## src/rtl/ysyx_22050078_pipe_ctrl_pkg.sv

```systemverilog
// rtl/ysyx_22050078_pipe_ctrl_pkg.sv - shared types and constants for the pipeline sequencer
//
// Purpose: LS memory-wait FSM state encodings, core-wide widths and the bundled
//          per-stage control word with its canned values for each pipeline event.
// Ports:   none (package).
package ysyx_22050078_pipe_ctrl_pkg;

  localparam int REG_ADDRW = 5;
  localparam int CPU_WIDTH = 64;

  typedef enum logic [1:0] {
    PCTL_IDLE = 2'd0,
    PCTL_WAIT = 2'd1,
    PCTL_ERR  = 2'd2
  } pctl_state_e;

  // One control word for every pipeline register plus the PC.
  typedef struct packed {
    logic pc_wen;
    logic ifid_wen;
    logic ifid_flush;
    logic idex_wen;
    logic idex_flush;
    logic exls_wen;
    logic lswb_wen;
    logic lswb_flush;
  } stage_ctrl_t;

  // Everything advances.
  localparam stage_ctrl_t CTRL_RUN      = '{1'b1, 1'b1, 1'b0, 1'b1, 1'b0, 1'b1, 1'b1, 1'b0};
  // Memory timed out: the whole pipe is frozen until reset.
  localparam stage_ctrl_t CTRL_FROZEN   = '{1'b0, 1'b0, 1'b0, 1'b0, 1'b0, 1'b0, 1'b0, 1'b0};
  // LS waits on memory: IF..LS hold, WB receives a bubble.
  localparam stage_ctrl_t CTRL_MEMSTALL = '{1'b0, 1'b0, 1'b0, 1'b0, 1'b0, 1'b0, 1'b1, 1'b1};
  // Taken branch/jump in EX: squash the two younger instructions.
  localparam stage_ctrl_t CTRL_REDIRECT = '{1'b1, 1'b1, 1'b1, 1'b1, 1'b1, 1'b1, 1'b1, 1'b0};
  // Load-use: hold IF/ID, inject one bubble into EX.
  localparam stage_ctrl_t CTRL_LOADUSE  = '{1'b0, 1'b0, 1'b0, 1'b1, 1'b1, 1'b1, 1'b1, 1'b0};

endpackage

```

## src/rtl/ysyx_22050078_lsu_memwait.sv

```systemverilog
// rtl/ysyx_22050078_lsu_memwait.sv - LS-stage memory valid/ready handshake FSM with timeout watchdog
//
// Purpose: drives o_mem_valid, tracks how long memory has kept LS waiting and
//          latches a sticky timeout error after MEM_TIMEOUT unanswered WAIT cycles.
// Ports:   clk, rst_n (async, active low)
//          i_lsu_memreq  LS instruction accesses memory
//          i_mem_ready   memory accepts/completes request
//          o_mem_valid   request valid to memory
//          o_mem_timeout sticky timeout error (state ERR)
//          o_mem_stall   LS must hold this cycle
module ysyx_22050078_lsu_memwait
  import ysyx_22050078_pipe_ctrl_pkg::*;
#(
  parameter int MEM_TIMEOUT = 15
) (
  input  logic clk,
  input  logic rst_n,
  input  logic i_lsu_memreq,
  input  logic i_mem_ready,
  output logic o_mem_valid,
  output logic o_mem_timeout,
  output logic o_mem_stall
);

  localparam int CNT_W = (MEM_TIMEOUT > 1) ? $clog2(MEM_TIMEOUT) : 1;
  localparam logic [CNT_W-1:0] CNT_LAST = CNT_W'(MEM_TIMEOUT - 1);

  pctl_state_e      state, state_nxt;
  logic [CNT_W-1:0] cnt, cnt_nxt;

  always_ff @(posedge clk or negedge rst_n) begin
    if (!rst_n) begin
      state <= PCTL_IDLE;
      cnt   <= '0;
    end else begin
      state <= state_nxt;
      cnt   <= cnt_nxt;
    end
  end

  always_comb begin
    state_nxt     = state;
    cnt_nxt       = cnt;
    o_mem_valid   = 1'b0;
    o_mem_timeout = 1'b0;
    o_mem_stall   = 1'b0;
    case (state)
      PCTL_IDLE: begin
        o_mem_valid = i_lsu_memreq;
        // A zero-wait access completes here without ever entering WAIT.
        if (i_lsu_memreq && !i_mem_ready) begin
          o_mem_stall = 1'b1;
          state_nxt   = PCTL_WAIT;
          cnt_nxt     = '0;
        end
      end
      PCTL_WAIT: begin
        // Request stays up even if LS-side memreq wiggles: the bus owns it now.
        o_mem_valid = 1'b1;
        if (i_mem_ready) begin
          state_nxt = PCTL_IDLE;
          cnt_nxt   = '0;
        end else begin
          o_mem_stall = 1'b1;
          if (cnt == CNT_LAST) begin
            state_nxt = PCTL_ERR;
          end else begin
            cnt_nxt = cnt + 1'b1;
          end
        end
      end
      PCTL_ERR: begin
        o_mem_timeout = 1'b1;
      end
      default: begin
        state_nxt = PCTL_IDLE;
        cnt_nxt   = '0;
      end
    endcase
  end

endmodule

```

## src/rtl/ysyx_22050078_pipe_ctrl.sv

```systemverilog
// rtl/ysyx_22050078_pipe_ctrl.sv - central write-enable/flush sequencer for the 5-stage pipeline
//
// Purpose: combines LSU memory wait, EX redirect and load-use hazard into PC and
//          pipeline-register load/bubble controls (priority: timeout error > mem
//          stall > redirect > load-use > normal).
// Ports:   clk, rst_n (async, active low)
//          i_idu_rs1id/rs1en, i_idu_rs2id/rs2en  ID-stage source operands
//          i_exu_rdid/rdwen/lden/brjmp           EX-stage destination, load, redirect
//          i_lsu_memreq, i_mem_ready, o_mem_valid memory handshake
//          o_pc_wen, o_*_wen, o_*_flush          stage controls (flush only with wen)
//          o_mem_timeout                          sticky memory timeout error
// Config:  PIPE_CTRL_PERF_EN adds o_perf_stall / o_perf_flush event counters.
module ysyx_22050078_pipe_ctrl
  import ysyx_22050078_pipe_ctrl_pkg::*;
#(
  parameter int REG_ADDRW   = 5,
  parameter int MEM_TIMEOUT = 15,
  parameter int PERF_W      = 32
) (
  input  logic                 clk,
  input  logic                 rst_n,
  input  logic [REG_ADDRW-1:0] i_idu_rs1id,
  input  logic                 i_idu_rs1en,
  input  logic [REG_ADDRW-1:0] i_idu_rs2id,
  input  logic                 i_idu_rs2en,
  input  logic [REG_ADDRW-1:0] i_exu_rdid,
  input  logic                 i_exu_rdwen,
  input  logic                 i_exu_lden,
  input  logic                 i_exu_brjmp,
  input  logic                 i_lsu_memreq,
  input  logic                 i_mem_ready,
  output logic                 o_mem_valid,
  output logic                 o_pc_wen,
  output logic                 o_ifid_wen,
  output logic                 o_ifid_flush,
  output logic                 o_idex_wen,
  output logic                 o_idex_flush,
  output logic                 o_exls_wen,
  output logic                 o_lswb_wen,
  output logic                 o_lswb_flush,
`ifdef PIPE_CTRL_PERF_EN
  output logic [PERF_W-1:0]    o_perf_stall,
  output logic [PERF_W-1:0]    o_perf_flush,
`endif
  output logic                 o_mem_timeout
);

  // Degenerate widths/timeouts have no sensible hardware meaning.
  if (PERF_W < 1 || MEM_TIMEOUT < 1) begin : g_param_unsupported
  end

  logic        mem_stall;
  logic        load_use;
  stage_ctrl_t ctrl;

  ysyx_22050078_lsu_memwait #(
    .MEM_TIMEOUT (MEM_TIMEOUT)
  ) u_memwait (
    .clk           (clk),
    .rst_n         (rst_n),
    .i_lsu_memreq  (i_lsu_memreq),
    .i_mem_ready   (i_mem_ready),
    .o_mem_valid   (o_mem_valid),
    .o_mem_timeout (o_mem_timeout),
    .o_mem_stall   (mem_stall)
  );

  // x0 is never a real producer, so a load into it cannot create a hazard.
  assign load_use = i_exu_lden && i_exu_rdwen && (i_exu_rdid != '0) &&
                    ((i_idu_rs1en && (i_idu_rs1id == i_exu_rdid)) ||
                     (i_idu_rs2en && (i_idu_rs2id == i_exu_rdid)));

  // A redirect seen during a mem stall is not lost: EX is frozen, so brjmp
  // is simply presented again on the release cycle.
  always_comb begin
    ctrl = CTRL_RUN;
    if (o_mem_timeout) begin
      ctrl = CTRL_FROZEN;
    end else if (mem_stall) begin
      ctrl = CTRL_MEMSTALL;
    end else if (i_exu_brjmp) begin
      ctrl = CTRL_REDIRECT;
    end else if (load_use) begin
      ctrl = CTRL_LOADUSE;
    end
  end

  assign o_pc_wen     = ctrl.pc_wen;
  assign o_ifid_wen   = ctrl.ifid_wen;
  assign o_ifid_flush = ctrl.ifid_flush;
  assign o_idex_wen   = ctrl.idex_wen;
  assign o_idex_flush = ctrl.idex_flush;
  assign o_exls_wen   = ctrl.exls_wen;
  assign o_lswb_wen   = ctrl.lswb_wen;
  assign o_lswb_flush = ctrl.lswb_flush;

`ifdef PIPE_CTRL_PERF_EN
  logic stall_evt;
  logic flush_evt;

  assign stall_evt = !o_mem_timeout && (mem_stall || (!i_exu_brjmp && load_use));
  assign flush_evt = !o_mem_timeout && !mem_stall && i_exu_brjmp;

  always_ff @(posedge clk or negedge rst_n) begin
    if (!rst_n) begin
      o_perf_stall <= '0;
      o_perf_flush <= '0;
    end else begin
      if (stall_evt) o_perf_stall <= o_perf_stall + 1'b1;
      if (flush_evt) o_perf_flush <= o_perf_flush + 1'b1;
    end
  end
`endif

endmodule

```

## config.mk

```make
export PLATFORM = sky130hd
export DESIGN_NAME = ysyx_22050078_pipe_ctrl
export DESIGN_NICKNAME = d
export VERILOG_FILES = /design/src/rtl/ysyx_22050078_pipe_ctrl_pkg.sv /design/src/rtl/ysyx_22050078_lsu_memwait.sv /design/src/rtl/ysyx_22050078_pipe_ctrl.sv
export SDC_FILE = /design/constraint.sdc
export NUM_CORES = 1
export LEC_CHECK = 0
export BUFFER_PORTS_ARGS = -buffer_cell sky130_fd_sc_hd__buf_2
export CAP_MARGIN = 10
export CORE_ASPECT_RATIO = 1.1
export CORE_MARGIN = 5
export CORE_UTILIZATION = 30
export DETAILED_ROUTE_END_ITERATION = 6
export GPL_TIMING_DRIVEN = 0
export MAX_ROUTING_LAYER = met4
export PLACE_DENSITY = 0.7
export SLEW_MARGIN = 40
export SYNTH_ARGS = -nofsm -noshare
export SYNTH_HDL_FRONTEND = slang
export SYNTH_HIERARCHICAL = 1
export SYNTH_SLANG_ARGS = --single-unit
```

## constraint.sdc

```tcl
create_clock -name clk -period 4.1 [get_ports clk]
set_input_delay 0.41 -clock clk [delete_from_list [all_inputs] [get_ports clk]]
set_output_delay 0.41 -clock clk [all_outputs]
set_load 0.03 [all_outputs]
```

**Yosys cells after proc, flatten, opt, wreduce, memory -nomap -nowiden**

Index checks and enable logic that the tools add are counted.

- $add $sub $neg: 1
- Reductions and logical operators: 12
- Bitwise logic cells: 1
- Equality and inequality tests: 8
- Multiplexer cells: 17

Operators by type and width:

| kind | count |
|---|---|
| $mux 8 | 4 |
| $mux 4 | 3 |
| $pmux 4 s3 | 1 |
| $eq 5x5->1 | 2 |
| $logic_and 1x1->1 | 6 |
| $mux 2 | 3 |
| $pmux 2 s3 | 1 |
| $reduce_and 3->1 | 2 |
| $reduce_bool 5->1 | 1 |
| $add 4x1->4 const B | 1 |
| $eq 4x4->1 const B | 1 |
| $pmux 1 s2 | 2 |
| $mux 1 | 3 |
| $ne 3x2->1 const B | 1 |
| $ne 3x3->1 const B | 1 |
| $eq 2x1->1 const B | 1 |
| $eq 2x2->1 const B | 1 |
| $logic_not 2->1 | 1 |
| $ne 2x1->1 const B | 1 |
| $logic_not 1->1 | 1 |
| $logic_or 1x1->1 | 1 |
| $not 1->1 | 1 |

- Register bits: 6
- Input port bits: 24
- Output and inout port bits: 10

**Depth between registers and ports, before layout**

Gate-level depths: netlist of run 1.

- Depth in word-level cells: 8
- Depth in mapped cells: 6

**Cells and area by module**

Netlist of run 1, hierarchy kept.

Modules (own cells, without submodules):

| module | cells each | times used | area each (sq um) |
|---|---|---|---|
| ysyx_22050078_lsu_memwait | 37 | 1 | 354.1 |
| ysyx_22050078_pipe_ctrl | 25 | 1 | 196.4 |

**Worst setup path after synthesis of run 1**

OpenSTA, ideal clock, no wires.

- Path kind: flip-flop to output port
- Start: reg u_memwait.state[1]
- End: out o_idex_flush
- Cell stages (with the launch flop): 5
- Required time: 3,690 ps
- Setup slack: 1,628 ps
- Arrival time: 2,062 ps
- Buffers on the path: 0
- Cell sequence: dfrtp_1 -> nor2b_1 -> nor2_1 -> and2_1 -> o21bai_1

- Elaborated cells between the ends (all ways): 7
- Classes of those cells: eq/ne: 2; mux: 4; reduce/logical: 1

RTL lines:

| element | RTL line | RTL |
|---|---|---|
| from (decl) | ysyx_22050078_lsu_memwait.sv:28 | `pctl_state_e state, state_nxt;` |
| from (signal assigned) | ysyx_22050078_lsu_memwait.sv:36 | `state <= state_nxt;` |
| $eq 2x2->1 | ysyx_22050078_lsu_memwait.sv:47 | `case (state)` |
| $mux 1 | ysyx_22050078_lsu_memwait.sv:47 |  |
| via o_mem_timeout | ysyx_22050078_pipe_ctrl.sv:45 | `output logic o_mem_timeout` |
| $mux 8 | ysyx_22050078_pipe_ctrl.sv:77 | `if (o_mem_timeout) begin` |
| to (decl) | ysyx_22050078_pipe_ctrl.sv:37 | `output logic o_idex_flush,` |

The timed path passes the listed nets, and every way through them passes these cells.

**Worst setup path in the final report of run 1**

- Start: in i_exu_rdid[3]
- End: out o_pc_wen

- Cells in the longest elaborated chain, start to end: 8
- Elaborated cells between the ends (all ways): 12
- Classes of those cells: eq/ne: 2; mux: 4; reduce/logical: 6

Ends and longest elaborated chain:

| element | RTL line | RTL |
|---|---|---|
| from (decl) | ysyx_22050078_pipe_ctrl.sv:26 | `input logic [REG_ADDRW-1:0] i_exu_rdid,` |
| $eq 5x5->1 (on tied branches) | ysyx_22050078_pipe_ctrl.sv:70, ysyx_22050078_pipe_ctrl.sv:71 |  |
| $logic_and 1x1->1 (on tied branches) | ysyx_22050078_pipe_ctrl.sv:70, ysyx_22050078_pipe_ctrl.sv:71 |  |
| $logic_or 1x1->1 | ysyx_22050078_pipe_ctrl.sv:70 | `((i_idu_rs1en && (i_idu_rs1id == i_exu_rdid)) \|\|` |
| $logic_and 1x1->1 * | ysyx_22050078_pipe_ctrl.sv:69 | `assign load_use = i_exu_lden && i_exu_rdwen && (i_exu_rdid != '0) &&` |
| $mux 8 * | ysyx_22050078_pipe_ctrl.sv:83 | `end else if (load_use) begin` |
| $mux 8 * | ysyx_22050078_pipe_ctrl.sv:81 | `end else if (i_exu_brjmp) begin` |
| $mux 8 * | ysyx_22050078_pipe_ctrl.sv:79 | `end else if (mem_stall) begin` |
| $mux 8 * | ysyx_22050078_pipe_ctrl.sv:77 |  |
| to (decl) | ysyx_22050078_pipe_ctrl.sv:33 | `output logic o_pc_wen,` |

Every way passes the cells marked *; elsewhere a longest branch is shown, timed or not.

==> results of run 1 <==
-- repair_timing --
item / 4_1_cts / 5_1_grt
gates resized for setup: 0 / 0
endpoints found under the hold margin: 6 / 0
hold buffers: 1 / 0
-- worst max-delay path, stage by stage --
cell	delay, ns
buf_2	0.12
xor2_1	0.16
nor4_2	0.29
a32oi_1	0.17
o31a_1	0.31
buf_4	0.13
buf_2	0.17
-- cells by family (layout without fill, tap and decap cells) --
group,Yosys count,count (layout),share of synthesized area (%)
DFF,6,6,27.3
buffers and inverters,7,44,7.50
AOI/OAI and AO/OA,15,15,20.7
and+or+nand+nor,21,21,22.5
xor gates and xnor gates,11,11,17.5
adders and majority gates,2,2,4.54
-- how the worst max path moves through the flow --
stage / end / slack (ns) / depth (start not counted)
2_1_floorplan: o_idex_flush / 1.63 / 4
3_3_place_gp: o_pc_wen / 1.94 / 7
3_5_place_dp: o_pc_wen / 1.92 / 7
4_1_cts: o_pc_wen / 1.91 / 7
5_1_grt: o_pc_wen / 1.84 / 7
6_report: o_pc_wen / 1.92 / 7
-- per-layer routing --
metal	vias up	track usage, %	share of wire (%)
met5	-	-	0
met4	0	6.38	0.83
met3	2	2.68	5.6
met2	18	16.1	54
met1	277	12.9	40
li1	302	-	-
-- metrics by stage --
stage / instance area [um^2] / hold WS [ns] / total power [W]
floorplan: 551 / 0.114 / 0.000105
global placement: 738 / 0.236 / 0.000130
detailed placement: 738 / 0.239 / 0.000131
CTS: 771 / 0.505 / 0.000186
global route: 771 / 0.512 / 0.000199
finish: 771 / 0.507 / 0.000183
-- area by class of cell --
type / instances / area share, %
buffer: 4 / 3.90
sequential: 6 / 19.5
timing repair buffer: 34 / 22.7
tap: 18 / 2.92
inverter: 3 / 1.46
multi-input combinational: 49 / 46.6
clock buffer: 3 / 2.92
-- state kept, by name, indices dropped and copies added, names as in the netlist --
name and count:
u_memwait/cnt 4, u_memwait/state 2
-- synthesized netlist by cell type --
cell type,number
nand4_1,1
a221oi_1,1
a32o_1,1
and2_0,1
buf_4,2
a211oi_1,1
o21ai_0,1
nand3_1,1
o31ai_1,1
o31a_1,1
and2_1,1
xor2_1,8
buf_6,1
nor2_1,6
xnor2_1,3
or4_1,1
o211ai_1,2
a31o_2,1
ha_1,2
inv_1,3
a32oi_1,1
dfrtp_1,6
a21boi_0,1
or3b_2,1
nand4bb_1,1
a21oi_1,2
nor4_2,1
nor4_1,1
nor3_1,1
nand2_1,2
and3_1,1
o21bai_1,1
o2111ai_1,1
clkbuf_1,1
nor2b_1,2
-- cell usage in the layout (no fill, tap or decap), types with 2 or more instances in the layout --
cell type / netlist / layout
a21oi_1: 2 / 2
buf_2: 0 / 33
buf_4: 2 / 2
clkbuf_4: 0 / 3
dfrtp_1: 6 / 6
ha_1: 2 / 2
inv_1: 3 / 3
nand2_1: 2 / 2
nor2_1: 6 / 6
nor2b_1: 2 / 2
o211ai_1: 2 / 2
xnor2_1: 3 / 3
xor2_1: 8 / 8
-- power groups by stage --
stage          combinational [W]  clock [W]  sequential [W]
5_1_grt                0.0000710  0.0000611       0.0000666
4_1_cts                0.0000650  0.0000553       0.0000662
3_5_place_dp           0.0000638          0       0.0000671
2_1_floorplan          0.0000391          0       0.0000663
6_report               0.0000647  0.0000523       0.0000663
3_3_place_gp           0.0000624          0       0.0000671
==> flow_summary.yaml, run 1 <==
logic_synthesis:
  ys_types: 35
  synth.avg_cell_area_um2: 8.88
  yosysTopAreaCell: "dfrtp_1"
  synthTopCellsByArea: "dfrtp_1, xor2_1, xnor2_1, ha_1, nor2_1"
  syn_area_um2: 551
  syn_nets: 88
  synth_top_area_share_pct: 27.3
  ys_seq_elements: 6
  postSynthCellCount: 62
  synth_warnings: 6
  ys_seq_area_share_pct: 27.3
final_layout:
  num-fill-cells: 178
  layout.nets: 127
  final_cells: 117
  drive_gt1_share_pct: 42.4
  fin_util_pct: 43.8
  syn2layout_area_growth_pct: 40.0
  register_area_um2: 150
  multi_input_area_um2: 359
  diodes: 0
pwr:
  clkPwrFrac_pct: 28.5
  p_sw_share_pct: 32.4
  internal_power_w: 0.000124
  powerDensity_mw_per_mm2: 238
  p_comb_share_pct: 35.3
  p_seq_share_pct: 36.2
  p_sw_w: 0.0000594
  leakage_nw: 0.363
  vdd_ir_drop_max_v: 0.000111
clock_network:
  clk_path_buf_depth: 2
  cts-root-buf: "clkbuf_4"
  ctsHtreeMaxLevel: 1
  cts_sinks: 6
  post-cts-setup-buffer-count: 0
  numCtsBuffers: 3
  clk_pin_slew_ns: 0.04
  cts_tree: "built"
  clk_latency_ns: 0.24
setup_path:
  rr_worst_depth: 6
  setup.worst_path.start_class: "primary input"
  end_kind: "primary output"
  reg2reg_from: "u_memwait/cnt[0]"
  arrival_ns: 1.77
  crit_path_start: "i_exu_rdid[3]"
  crit_type: "in -> out"
  ff2ff_setup_slack_ns: 2.63
  cp.required_ns: 3.69
  r2r-end: "u_memwait/cnt[0]"
  cp_max_fo: 3
global_routing:
  grt-ovfl-total: 0
  grt_pass1_wl_um: 2200
  antenna_found_initial: 0
  grt_use_total_pct: 10.7
  grt_max_degree: 11
  grt_pass1_vias: 541
timing:
  timing.fmax_mhz: 459
  fin_crit_sh_pct: 53.2
  period_minus_slack_ns: 2.18
  tns_ns: 0
  relSlewSlack_pct: 73.0
  fin_skew_ns: 0.000455
  hold_viol: 0
  setup_viol: 0
  rsz0062_at_grt: "no"
  worst_pin_slew_ns: 0.405
  slew_violations: 0
  fin_ws_ns: 1.92
drt:
  vias: 599
  drt_iter0_markers: 10
  post_drt_wl_per_cell_um: 12.4
  wirelength_um: 1450
  drc: 0
  dr.pass1.iters: 4
  drtAntennaViolNets: 0
  vias_per_cell: 5.12
floorplan:
  dieHeight_um: 54.9
  dieArea_mm2: 0.00279
  core_area_mm2: 0.00176
  core.rowCount: 16
  die_w_um: 50.8
  initial_utilization_pct: 31.2
  pin_count: 34
place:
  numPortBuffers: 33
  post-dp-hpwl_um: 1210
  place_inst: 113
  dp_slack_ns: 1.92
  finalWeightedCongestion: 0.778
min_path:
  hold_end: "u_memwait/state[0]"
  min_path_cells: 3
  hold_path_class: "in -> reg"
  hp-start: "i_mem_ready"
flow_run:
  drv_cap: 0
outcome:
  outcome: "finished, final reports clean"
No activity file was read; power rests on OpenSTA's default activity.
==> run 2: changes to the inputs <==
PLACE_DENSITY = 0.73   (was 0.7)
clock period = 1.8 ns   (was 4.1 ns; I/O delays follow)
==> run 2 against run 1 <==
  * Clock power is 120% higher
  * Sequential power is 130% higher
  * Via count is 2.2% lower
  * Worst setup slack worse by 1.8 ns
  * Core utilization is 2.5 points higher
  * First-iteration DRC count is 30% lower
  * Register-to-register slack worse by 2.3 ns
  * Clock-buffer cell count stayed put
  * Die area stayed put
  * Worst hold slack worse by 0.24 ns
  * Critical path type is now reg -> out
  * Critical endpoint is now o_idex_flush
  * Largest power group is now combinational cells
==> flow_summary.yaml, run 2 (synthesized netlist as in run 1, its figures left out) <==
floorplan:
  core_area_mm2: 0.00176
  dieHeight_um: 54.9
  pin_count: 34
  die_w_um: 50.8
  initial_utilization_pct: 31.2
  core.rowCount: 16
  dieArea_mm2: 0.00279
timing:
  fin_crit_sh_pct: 96.0
  timing.fmax_mhz: 579
  rsz0062_at_grt: "no"
  period_minus_slack_ns: 1.73
  setup_viol: 0
  hold_viol: 0
  relSlewSlack_pct: 73.4
  fin_skew_ns: 0.00123
  worst_pin_slew_ns: 0.397
  slew_violations: 0
  tns_ns: 0
drt:
  wl_met1_um: 586
  post_drt_wl_per_cell_um: 12.8
  drtAntennaViolNets: 0
  highest_layer: "met4"
  met3WireLength_um: 42
  drc: 0
  vias_per_cell: 4.92
  dr.pass1.iters: 4
  drt_iter0_markers: 7
  vias: 586
  wirelength_um: 1520
  dr_wl_met2_um: 878
setup_path:
  end_kind: "primary output"
  arrival_ns: 1.55
  cp.required_ns: 1.62
  cp_max_fo: 5
  setup.worst_path.start_class: "flop"
  crit_type: "reg -> out"
min_path:
  hold_path_class: "in -> reg"
final_layout:
  largestRegisters: "u_memwait/cnt (4), u_memwait/state (2)"
  layout.nets: 129
  max_flop_register: "u_memwait/cnt"
  largest_register_ff_count: 4
  final_cell_mix: "buf_2, xor2_1, buf_4, dfrtp_1, nor2_1"
  final_common_cell: "buf_2"
  drive_gt1_share_pct: 49.5
  diodes: 0
  syn2layout_area_growth_pct: 48.0
pwr:
  vdd_ir_drop_max_v: 0.000242
  powerDensity_mw_per_mm2: 524
  leakage_nw: 0.378
  total_power_w: 0.000427
clock_network:
  ctsHtreeMaxLevel: 1
  numCtsBuffers: 3
  cts-root-buf: "clkbuf_4"
  cts_tree: "built"
  clk_path_buf_depth: 2
  cts_sinks: 6
  clk_pin_slew_ns: 0.04
  clk_latency_ns: 0.23
global_routing:
  antenna_found_initial: 0
  grt_use_total_pct: 10.5
  grt_max_degree: 11
  grt_pass1_wl_um: 2170
  grt_pass1_vias: 513
  grt-ovfl-total: 0
place:
  finalWeightedCongestion: 0.781
  post-dp-hpwl_um: 1240
  numPortBuffers: 33
flow_run:
  drv_cap: 0
outcome:
  outcome: "finished, final reports clean"
-- run 2: cell count changes in the layout (fill, tap and decap cells not counted), sizes merged --
cell / delta
buf: +2
-- run 2: what timing repair did --
| action | CTS | global route |
|---|---|---|
| buffers inserted | 0 | 2 |
| hold buffers | 1 | 0 |
| pin swaps | 0 | 2 |
| hold endpoints to repair | 6 | 0 |
| resized for setup | 1 | 5 |
| setup endpoints to repair | 2 | 1 |
-- run 2: final cells by class --
| type | count | area [um^2] |
|---|---|---|
| Timing Repair Buffer | 36 | 193 |
| Sequential cell | 6 | 151 |
| Clock buffer | 3 | 22.5 |
| Buffer | 4 | 30.0 |
| Fill cell | 172 | 947 |
| Multi-Input combinational cell | 49 | 384 |
| Inverter | 3 | 11.3 |
| Tap cell | 18 | 22.5 |
-- run 2: power by group --
| part | internal, W | switching [W] | total [W] |
|---|---|---|---|
| Combinational | 0.0000724 | 0.0000864 | 0.000159 |
| Sequential | 0.000143 | 0.00000884 | 0.000152 |
| Clock | 0.0000750 | 0.0000417 | 0.000117 |
| Total | 0.000290 | 0.000137 | 0.000427 |
-- run 2: critical path: stages, from the launching register on --
cell	delay (ns)
dfrtp_2	0.38
nor2_2	0.05
nor3_2	0.30
nor2_4	0.09
and2_4	0.17
o21bai_1	0.15
buf_4	0.18
-- run 2: per-layer routing --
metal / up-vias / global-route usage [%]
met5: - / -
met4: 0 / 6.38
met3: 2 / 1.07
met2: 8 / 17.4
met1: 270 / 12.4
li1: 306 / -
-- run 2: path summary, 6_finish.rpt --
check                                    from            endpoint  slack [ns]  cells after the start
min                               i_mem_ready  u_memwait/state[0]        0.26                      3
min reg2reg                  u_memwait/cnt[3]    u_memwait/cnt[3]        0.58                      2
max reg2reg                  u_memwait/cnt[0]    u_memwait/cnt[0]        0.32                      6
max                        u_memwait/state[0]        o_idex_flush        0.07                      6
max in group asynchronous               rst_n  u_memwait/state[0]        1.33                      2
min in group asynchronous               rst_n    u_memwait/cnt[3]        0.31                      2
-- run 2: through the flow --
step	setup WS, ns	area, um^2	hold WS, ns	instances	util [%]
6_report	0.0717	815	0.262	119	46.2
5_1_grt	0.00132	815	0.262	119	46.2
4_1_cts	0.0511	791	0.267	117	44.9
3_3_place_gp	0.0978	753	0.00617	113	42.8
3_5_place_dp	0.0797	753	0.0102	113	42.8
2_1_floorplan	0.0657	566	-0.116	62	-
==> run 3: changes to the inputs <==
CORE_ASPECT_RATIO = not set   (was 1.1)
REMOVE_ABC_BUFFERS = 1   (was not set)
==> run 3 against run 2 <==
  * Core utilization fell by 0.51 points
  * Die area about the same
  * Critical endpoint unchanged
  * Clock power increased by 5%
  * Largest cell class unchanged
  * Sequential share of layout area up 0.59 points
  * Register-to-register slack barely moved
==> flow_summary.yaml, run 3 (synthesized netlist as in run 1, its figures left out) <==
place:
  finalWeightedCongestion: 0.747
  numPortBuffers: 33
  post-dp-hpwl_um: 1260
  dpl-instance-area_um2: 717
drt:
  wirelength_um: 1560
  drc: 0
  drt_iter0_markers: 15
  vias: 593
  post_drt_wl_per_cell_um: 12.9
  drtAntennaViolNets: 0
  vias_per_cell: 4.90
  dr.pass1.iters: 4
timing:
  rsz0062_at_grt: "no"
  setup_viol: 0
  fin_crit_sh_pct: 94.0
  worst_pin_slew_ns: 0.415
  fin_skew_ns: 0.00316
  period_minus_slack_ns: 1.69
  slew_violations: 0
  relSlewSlack_pct: 72.2
  timing.fmax_mhz: 591
  hold_viol: 0
  tns_ns: 0
floorplan:
  initial_utilization_pct: 31.9
  dieArea_mm2: 0.00279
  core.rowCount: 15
  die_w_um: 52.8
  core_area_mm2: 0.00173
  pin_count: 34
  dieHeight_um: 52.8
setup_path:
  r2r-end: "u_memwait/cnt[0]"
  cp_max_fo: 5
  reg2reg_from: "u_memwait/cnt[0]"
  crit_slowest_cell: "dfrtp_1"
  setup.worst_path.start_class: "flop"
  ff2ff_setup_slack_ns: 0.33
  crit_chain: "nor2b_4, nor2_4, and2_1, o21bai_1, buf_4"
  cp_slowest_stage_delay_ns: 0.44
  crit_path_start: "u_memwait/state[1]"
  end_kind: "primary output"
  arrival_ns: 1.51
  rr_worst_depth: 5
  crit_type: "reg -> out"
  cp.required_ns: 1.62
final_layout:
  final_cell_mix: "buf_2, xor2_1, dfrtp_1"
  final_cell_area_um2: 790
  max_flop_register: "u_memwait/cnt"
  largestRegisters: "u_memwait/cnt (4), u_memwait/state (2)"
  diodes: 0
  drive_gt1_share_pct: 46.9
  layout.nets: 124
  syn2layout_area_growth_pct: 43.4
  largest_register_ff_count: 4
  final_common_cell: "buf_2"
clock_network:
  ctsHtreeMaxLevel: 1
  cts_tree: "built"
  cts_sinks: 6
  cts-root-buf: "clkbuf_4"
  clk_latency_ns: 0.24
  clk_path_buf_depth: 2
  clk_pin_slew_ns: 0.05
  numCtsBuffers: 3
global_routing:
  grt_max_degree: 14
  antenna_found_initial: 0
  grt_use_met2_pct: 17.6
  grt.busiest_layer: "met2"
  grt-ovfl-total: 0
  grt_use_total_pct: 11.5
  grt_pass1_vias: 536
  grt_pass1_wl_um: 2280
  grt_use_met3_pct: 1.71
  met1_usage_pct: 13.8
min_path:
  hold_path_class: "in -> async"
outcome:
  outcome: "finished, final reports clean"
flow_run:
  drv_cap: 0
pwr:
  leakage_nw: 0.355
  powerDensity_mw_per_mm2: 540
  vdd_ir_drop_max_v: 0.000297
[run 3: worst max-delay path by stage]
stage	end	slack, ns
after floorplan	o_idex_flush	-0.81
after global placement	o_idex_flush	0.09
after detailed placement	o_idex_flush	0.05
after CTS	o_idex_flush	0.005
after global routing	o_idex_flush	0.001
final	o_idex_flush	0.11
[run 3: stage by stage]
step	util [%]	hold WS [ns]	power, W	instances	setup slack (ns)
after floorplan	-	-0.116	0.000235	58	-0.810
after global placement	41.5	0.00942	0.000289	116	0.0890
after detailed placement	41.5	0.0120	0.000293	116	0.0481
after CTS	44.2	0.253	0.000424	120	0.00550
after global routing	45.7	0.295	0.000456	121	0.00112
final	45.7	0.280	0.000426	121	0.107
[run 3: layer usage]
layer | share of wire, % | vias up | wire length (um)
met5 | 0 | - | 0
met4 | 1.7 | 0 | 27
met3 | 2.8 | 2 | 44
met2 | 57 | 15 | 893
met1 | 38 | 281 | 590
li1 | - | 295 | -
[run 3: critical path, delay by kind of cell (launching register included)]
kind,cells,cell delay [ns]
simple gates,3,0.50
flops,1,0.44
buf+inv,1,0.17
compound gates,1,0.15
[run 3: report_power, final]
group	switching, W	internal, W	total [W]
clock	0.0000479	0.0000754	0.000123
combinational	0.0000848	0.0000654	0.000150
sequential	0.0000102	0.000143	0.000153
[run 3: area by class of cell]
cell class / count / area [um^2]
Timing Repair Buffer: 35 / 185
Sequential cell: 6 / 151
Clock buffer: 3 / 22.5
Multi-Input combinational cell: 49 / 388
Inverter: 3 / 11.3
Fill cell: 177 / 937
Tap cell: 25 / 31.3
[run 3: timing repair]
action,in CTS,in global routing
hold buffers,1,0
resized for setup,5,4
pin swaps,0,0
hold endpoints to repair,6,0
buffers inserted,0,1
endpoints found under the setup margin,4,4
